==> src/rtl/if_id_queue_pkg.sv <==
// Shared core defines: default datapath widths and the bubble/NOP constants.
package if_id_queue_pkg;

    localparam int unsigned CORE_PC_W   = 32;
    localparam int unsigned CORE_INST_W = 32;

    // A bubble presents an all-zero PC and an all-zero (NOP) instruction word
    localparam logic [CORE_PC_W-1:0]   ZERO_PC  = '0;
    localparam logic [CORE_INST_W-1:0] NOP_INST = '0;
    localparam logic                   ZERO_EXC = 1'b0;

endpackage : if_id_queue_pkg

==> src/rtl/if_id_queue_fifo_ctrl.sv <==
// Pointer/occupancy bookkeeping for a power-of-two circular buffer.
module fifo_ctrl #(
    parameter int unsigned DEPTH = 4
) (
    input  logic                       clk,
    input  logic                       rst,
    input  logic                       flush,
    input  logic                       push_req_i,
    input  logic                       pop_req_i,
    output logic                       wr_en_c_o,
    output logic [$clog2(DEPTH)-1:0]   wr_ptr_o,
    output logic [$clog2(DEPTH)-1:0]   rd_ptr_o,
    output logic [$clog2(DEPTH):0]     count_o,
    output logic                       full_o,
    output logic                       empty_o
);

    localparam int unsigned PTR_W = $clog2(DEPTH);
    localparam int unsigned CNT_W = PTR_W + 1;

    logic [PTR_W-1:0] wr_ptr_q, wr_ptr_d;
    logic [PTR_W-1:0] rd_ptr_q, rd_ptr_d;
    logic [CNT_W-1:0] count_q,  count_d;
    logic             do_push;
    logic             do_pop;

    assign full_o  = (count_q == CNT_W'(DEPTH));
    assign empty_o = (count_q == '0);

    // Flush wins over any same-cycle push or pop; full blocks push even when popping
    assign do_push   = push_req_i && !full_o  && !flush;
    assign do_pop    = pop_req_i  && !empty_o && !flush;
    assign wr_en_c_o = do_push;

    // Next pointers/count; pointers wrap naturally since DEPTH is a power of two
    always_comb begin
        wr_ptr_d = wr_ptr_q;
        rd_ptr_d = rd_ptr_q;
        count_d  = count_q;
        if (flush) begin
            wr_ptr_d = '0;
            rd_ptr_d = '0;
            count_d  = '0;
        end else begin
            if (do_push) wr_ptr_d = wr_ptr_q + PTR_W'(1);
            if (do_pop)  rd_ptr_d = rd_ptr_q + PTR_W'(1);
            case ({do_push, do_pop})
                2'b10:   count_d = count_q + CNT_W'(1);
                2'b01:   count_d = count_q - CNT_W'(1);
                default: count_d = count_q;
            endcase
        end
    end

    // State registers with synchronous active-low reset
    always_ff @(posedge clk) begin
        if (!rst) begin
            wr_ptr_q <= '0;
            rd_ptr_q <= '0;
            count_q  <= '0;
        end else begin
            wr_ptr_q <= wr_ptr_d;
            rd_ptr_q <= rd_ptr_d;
            count_q  <= count_d;
        end
    end

    assign wr_ptr_o = wr_ptr_q;
    assign rd_ptr_o = rd_ptr_q;
    assign count_o  = count_q;

endmodule : fifo_ctrl

==> src/rtl/if_id_queue.sv <==
// Decoupling queue between fetch and decode; empty queue presents a zero bubble.
module if_id_queue
    import if_id_queue_pkg::*;
#(
    parameter int unsigned PC_W   = CORE_PC_W,
    parameter int unsigned INST_W = CORE_INST_W,
    parameter int unsigned DEPTH  = 4
) (
    input  logic                     clk,
    input  logic                     rst,
    input  logic                     flush,
    input  logic                     if_valid_i,
    input  logic [PC_W-1:0]          pc_i,
    input  logic [INST_W-1:0]        inst_i,
    input  logic                     exc_i,
    output logic                     if_ready_o,
    input  logic                     id_stall,
    output logic                     id_valid_o,
    output logic [PC_W-1:0]          pc_o,
    output logic [INST_W-1:0]        inst_o,
    output logic                     exc_o,
    output logic [$clog2(DEPTH):0]   count_o
);

    localparam int unsigned PTR_W = $clog2(DEPTH);
    localparam int unsigned ENT_W = PC_W + INST_W + 1;

    logic [ENT_W-1:0] mem_q [DEPTH];
    logic [ENT_W-1:0] head;
    logic [PTR_W-1:0] wr_ptr;
    logic [PTR_W-1:0] rd_ptr;
    logic             wr_en_c;
    logic             full;
    logic             empty;

    fifo_ctrl #(
        .DEPTH (DEPTH)
    ) u_ctrl (
        .clk        (clk),
        .rst        (rst),
        .flush      (flush),
        .push_req_i (if_valid_i),
        .pop_req_i  (!id_stall),
        .wr_en_c_o  (wr_en_c),
        .wr_ptr_o   (wr_ptr),
        .rd_ptr_o   (rd_ptr),
        .count_o    (count_o),
        .full_o     (full),
        .empty_o    (empty)
    );

    assign if_ready_o = !full;
    assign id_valid_o = !empty;

    // Payload storage; contents are don't-care until written, so no reset
    always_ff @(posedge clk) begin
        if (wr_en_c) begin
            mem_q[wr_ptr] <= {exc_i, inst_i, pc_i};
        end
    end

    // Head view; stale storage is masked to a bubble whenever the queue is empty
    always_comb begin
        head   = mem_q[rd_ptr];
        pc_o   = PC_W'(ZERO_PC);
        inst_o = INST_W'(NOP_INST);
        exc_o  = ZERO_EXC;
        if (!empty) begin
            pc_o   = head[PC_W-1:0];
            inst_o = head[PC_W +: INST_W];
            exc_o  = head[ENT_W-1];
        end
    end

endmodule : if_id_queue

==> config.mk <==
export PLATFORM = sky130hd
export DESIGN_NAME = if_id_queue
export DESIGN_NICKNAME = d
export VERILOG_FILES = /design/src/rtl/if_id_queue_pkg.sv /design/src/rtl/if_id_queue_fifo_ctrl.sv /design/src/rtl/if_id_queue.sv
export SDC_FILE = /design/constraint.sdc
export NUM_CORES = 1
export LEC_CHECK = 0
export ABC_AREA = 1
export CORE_UTILIZATION = 55
export DETAILED_ROUTE_END_ITERATION = 8
export PLACE_DENSITY = 0.84
export SETUP_SLACK_MARGIN = 0.15
export SLEW_MARGIN = 20
export SYNTH_ARGS = -nofsm -noshare
export SYNTH_HDL_FRONTEND = slang
export SYNTH_SLANG_ARGS = --single-unit
==> constraint.sdc <==
create_clock -name clk -period 5.8 [get_ports clk]
set_clock_uncertainty 0.05 [all_clocks]
set_input_delay 0.87 -clock clk [delete_from_list [all_inputs] [get_ports clk]]
set_output_delay 0.87 -clock clk [all_outputs]
set_load 0.03 [all_outputs]
## Word-level counts from Yosys, hierarchy flattened

Memories as Yosys holds them, arrays and structs flattened. A register that Yosys moved wholly into a read port is not among the register bits.
Cells that the tools add are included.

- Mux-type cells: 8
- $add $sub $neg: 4
- Reductions and logical operators: 11
- Bitwise operators: 1
- Equal/unequal tests: 3

Operator list:

| cell | count |
|---|---|
| $mux 32 | 2 |
| $pmux 3 s2 | 1 |
| $add 2x1->2 const B | 2 |
| $logic_and 1x1->1 | 4 |
| $logic_not 1->1 | 4 |
| $mux 2 | 2 |
| $add 3x1->3 const B | 1 |
| $eq 3x3->1 const B | 1 |
| $logic_not 3->1 | 1 |
| $mux 1 | 3 |
| $sub 3x1->3 const B | 1 |
| $eq 2x1->1 const B | 1 |
| $eq 2x2->1 const B | 1 |
| $reduce_bool 2->1 | 1 |
| $reduce_or 2->1 | 1 |
| $not 1->1 | 1 |

- Bits of input ports: 70
- Logic and storage cells: 31
- RAM bits: 260
- Memories kept: 1
- Register bits after elaboration: 7

Memories:

| name | words | bits a word | read ports | clocked after memory_dff | write ports | RTL line | RTL |
|---|---|---|---|---|---|---|---|
| mem_q | 4 | 65 | 1 | 1 | 1 | if_id_queue.sv:28 | `logic [ENT_W-1:0] mem_q [DEPTH];` |

## Logic depth before layout (Yosys ltp)

- Depth in word-level cells: 6
- Gate-level depth with buffers: 13
- Depth with buffers taken out: 13

## Modules after synthesis

From an unflattened synthesis, not the netlist that was laid out.

- Cell total of the unflattened synthesis: 1,103
- Area total of the unflattened synthesis: 11,537.3 µm²

By module, submodules not included:

| module | area each (µm²) | cells an instance | sequential area each (µm²) | instances |
|---|---|---|---|---|
| if_id_queue | 11,101.9 | 1,037 | 7,807.5 | 1 |
| fifo_ctrl | 435.4 | 66 | 140.1 | 1 |

## Least setup slack after synthesis

OpenSTA, ideal clock, no wires.

- Kind: input -> register
- From: input if_valid_i
- To: memory mem_q[0][0] in the netlist's numbering, enable pin
- Setup slack: 1.314 ns
- Buffers on the path: 0
- Required time: 5.261 ns
- Library setup time: 0.489 ns
- Arrival time: 3.947 ns
- Cell stages on the path: 4
- Path through: inv_1 -> nor2_1 -> nand2_1 -> nor2_1

- Longest elaborated chain between the ends: 4

RTL lines:

| element | RTL line | RTL |
|---|---|---|
| start: declaration | if_id_queue.sv:12 | `input logic if_valid_i,` |
| $logic_and 1x1->1 (2 in series) | if_id_queue_fifo_ctrl.sv:31 | `assign do_push = push_req_i && !full_o && !flush;` |
| $mux 1 | if_id_queue.sv:57 | `if (wr_en_c) begin` |
| $mux 1 (not written as such) | if_id_queue.sv:58 | `mem_q[wr_ptr] <= {exc_i, inst_i, pc_i};` |
| end: declaration | if_id_queue.sv:28 |  |

No other way between the ends.

==> flow_metrics.tcl <==
set metrics [dict create \
    grt_max_degree 74 \
    place_congestion 0.7339 \
    synth-edff-count 260 \
    synth_top_family_by_area "simple AND/OR/NAND/NOR gates" \
    synth-main-ff-cell "edfxtp_1" \
    grt_pass1_wl_um 33820 \
    use_met3 0.03668 \
    cts_root_buffer "clkbuf_16" \
    seq_area_frac_synth 0.7529 \
    ys_async_sr_fraction 0 \
    finalCriticalPeriod_ns 4.854 \
    synthMuxAreaShare 0 \
    synth-simple-area-share 0.1045 \
    slowest_delay_ns 0.90 \
    maxCapViolCount 0 \
    synthAdderAreaFrac 0.007784 \
    cts_resized 0 \
    portBuffers 139 \
    drc_errors 0 \
    hp-class "reg2reg" \
    finalSetupViolations 0 \
    syn_inst 841 \
    fmax_ghz 0.2060 \
    ys_seq_elements 269 \
    p_total_mw 4.116 \
    r2r_setup_slack_ns 3.14 \
    routed_wl_um 21520 \
    avgRoutedWirePerCell_um 17.27 \
    hold_buffers 0 \
    synth_top_cell_area_share 0.7359 \
    dr.pass1.iters 4 \
    netlist_area_um2 10610 \
    postCtsSetupBuffers 0 \
    core_um2 18830 \
    cp.buffers_inverters 3 \
    worstSetupEndpointType "primary output" \
    ant_nets 0 \
    required_ns 4.88 \
    hold_path_depth 2 \
    placedCellCount 1199 \
    final-instance-count-excl-fill 1246 \
    clock-sinks 269 \
    period_share 0.8369 \
    dieArea_um2 19850 \
    clock_latency_ns 0.52 \
    ioPinCount 140 \
    ys_types 20 \
    p_per_area_nw_per_um2 316.8 \
    grt_overflow 0 \
    cts_buffer_depth 3 \
    dpl_worst_slack_ns 1.487 \
    path_max_fanout 73 \
    syn_nets 917 \
    leakage_nw 4.367 \
    crit_family "buffers and inverters" \
    yosysMostFrequentCell "nor2_1" \
    synth-compound-area-share 0.09529 \
    synth_common_cells "nor2_1, edfxtp_1, o21ai_0" \
    r2r-end "mem_q[0][10]" \
    setup_tns_ns 0 \
    slowest_stage "clkinv_2" \
    vias 6721 \
    syn_to_final_growth_pct 22.47 \
    rsz0062_at_grt "no" \
    viasPerCell 5.394 \
    drtIter0Drc 460 \
    antenna_found_initial 0 \
    fin_nets 1044 \
    grt-busiest-layer "met2" \
    max-vdd-ir-drop_v 0.0002707 \
    grt_usage 0.2205 \
    path_clk_slew_ns 0.06 \
    reg2reg_depth 5 \
    synth_area_leader_cell "edfxtp_1" \
    n_fill_cell 1296 \
    hold_violations 0 \
    timing.slew.headroom 0.3778 \
    ys_warn_count 0 \
    htree_levels 1 \
    row_count 50 \
    use_met2 0.3996 \
    arrival_ns 3.93 \
    die_w_um 140.9 \
    synth_xor_area_frac 0 \
    cp-start-kind "register" \
    syn_area_per_cell_um2 12.61 \
    path_cells "clkinv_2 -> buf_4 -> o21ai_0 -> a21oi_1 -> clkdlybuf4s50_1" \
    dpl.hpwl_um 12070 \
    tightest_slew_ns 0.9334 \
    timing.hold.ws_ns 0.4542 \
    start_util 0.5634 \
    die_h_um 140.9 \
    path_depth 5 \
    setup_slack_ns 0.9458 \
    use_met1 0.2706 \
    finalMaxSlewViolations 0 \
    status "completed" \
    diodes 0 \
    crit_type "reg2out" \
    min_from "u_ctrl.rd_ptr_o[1]" \
    cts_tree "built" \
    rr_startpoint "u_ctrl.count_o[1]" \
    synth.area.top_cells "edfxtp_1, nor2_1, o21ai_0" \
    cts_buffers 27 \
    grt_pass1_vias 6749 \
    layout-drive-gt1-share 0.05578 \
]
## layer usage
| layer | vias up | wire length, µm |
|---|---|---|
| li1 | 3217 | - |
| met1 | 3215 | 8527 |
| met2 | 248 | 11010 |
| met3 | 41 | 1529 |
| met4 | 0 | 450 |
| met5 | - | 0 |
## layout make-up
class / count / area [µm²] / area share
clock inverters: 17 / 178.9 / 0.01377
well taps: 260 / 325.3 / 0.02504
multi-input cells: 501 / 2232 / 0.1718
repair buffers: 148 / 1496 / 0.1152
clock buffers: 30 / 686.9 / 0.05287
flip-flops and latches: 269 / 7993 / 0.6152
inverters: 21 / 80.08 / 0.006163
## cells by family after synthesis
logic type,count (synthesis)
AOI/OAI and AO/OA,202
DFF,269
and+or+nand+nor,293
buffers and inverters,71
adders and majority gates,6
## how the worst max path moves through the flow
stage / to / slack, ns
after CTS: inst_o[3] / 0.91
after global placement: inst_o[26] / 1.65
after floorplan: mem_q[0][0] / 1.31
after detailed placement: inst_o[22] / 1.49
final: inst_o[3] / 0.95
after global routing: inst_o[3] / 0.69
## cells in the final DEF, fill, tap and decap left out, types with 2 or more instances in the layout
master	netlist	layout
a21oi_1	70	70
inv_2	2	2
clkbuf_16	0	27
clkdlybuf4s50_1	0	139
clkinv_2	0	5
nand3_1	5	5
edfxtp_1	260	260
buf_12	0	3
bufinv_16	0	4
o21ai_0	91	91
clkbuf_1	5	3
nor2_4	0	4
o21ai_1	41	41
nor2_1	273	269
dfxtp_1	9	7
nand2_1	14	14
inv_1	19	18
ha_1	5	5
buf_4	5	6
clkinv_1	0	8
## power by group
part           leakage [nW]  switching, mW  internal [mW]
sequential             2.44        0.00832           2.16
clock                 0.426          0.673           1.02
combinational          1.51          0.150          0.102
## tightest hold or removal path, cell delays in order (launching register included)
cell and delay (ns):
dfxtp_1 0.32, nand2_1 0.07, a21oi_1 0.07
## registers in the layout, summed over array words and instances (netlist names), named ones only
signal / cells
u_ctrl.count_o: 3
u_ctrl.rd_ptr_o: 2
u_ctrl.wr_ptr_o: 2
mem_q: 260
## per-stage QoR
stage                     instance area [µm²]    util
after floorplan                         10610       -
after global placement                  12130  0.6440
after detailed placement                12130  0.6440
after CTS                               12990  0.6900
after global routing                    12990  0.6900
final                                   12990  0.6900
Power figures use the tool's default switching activity.
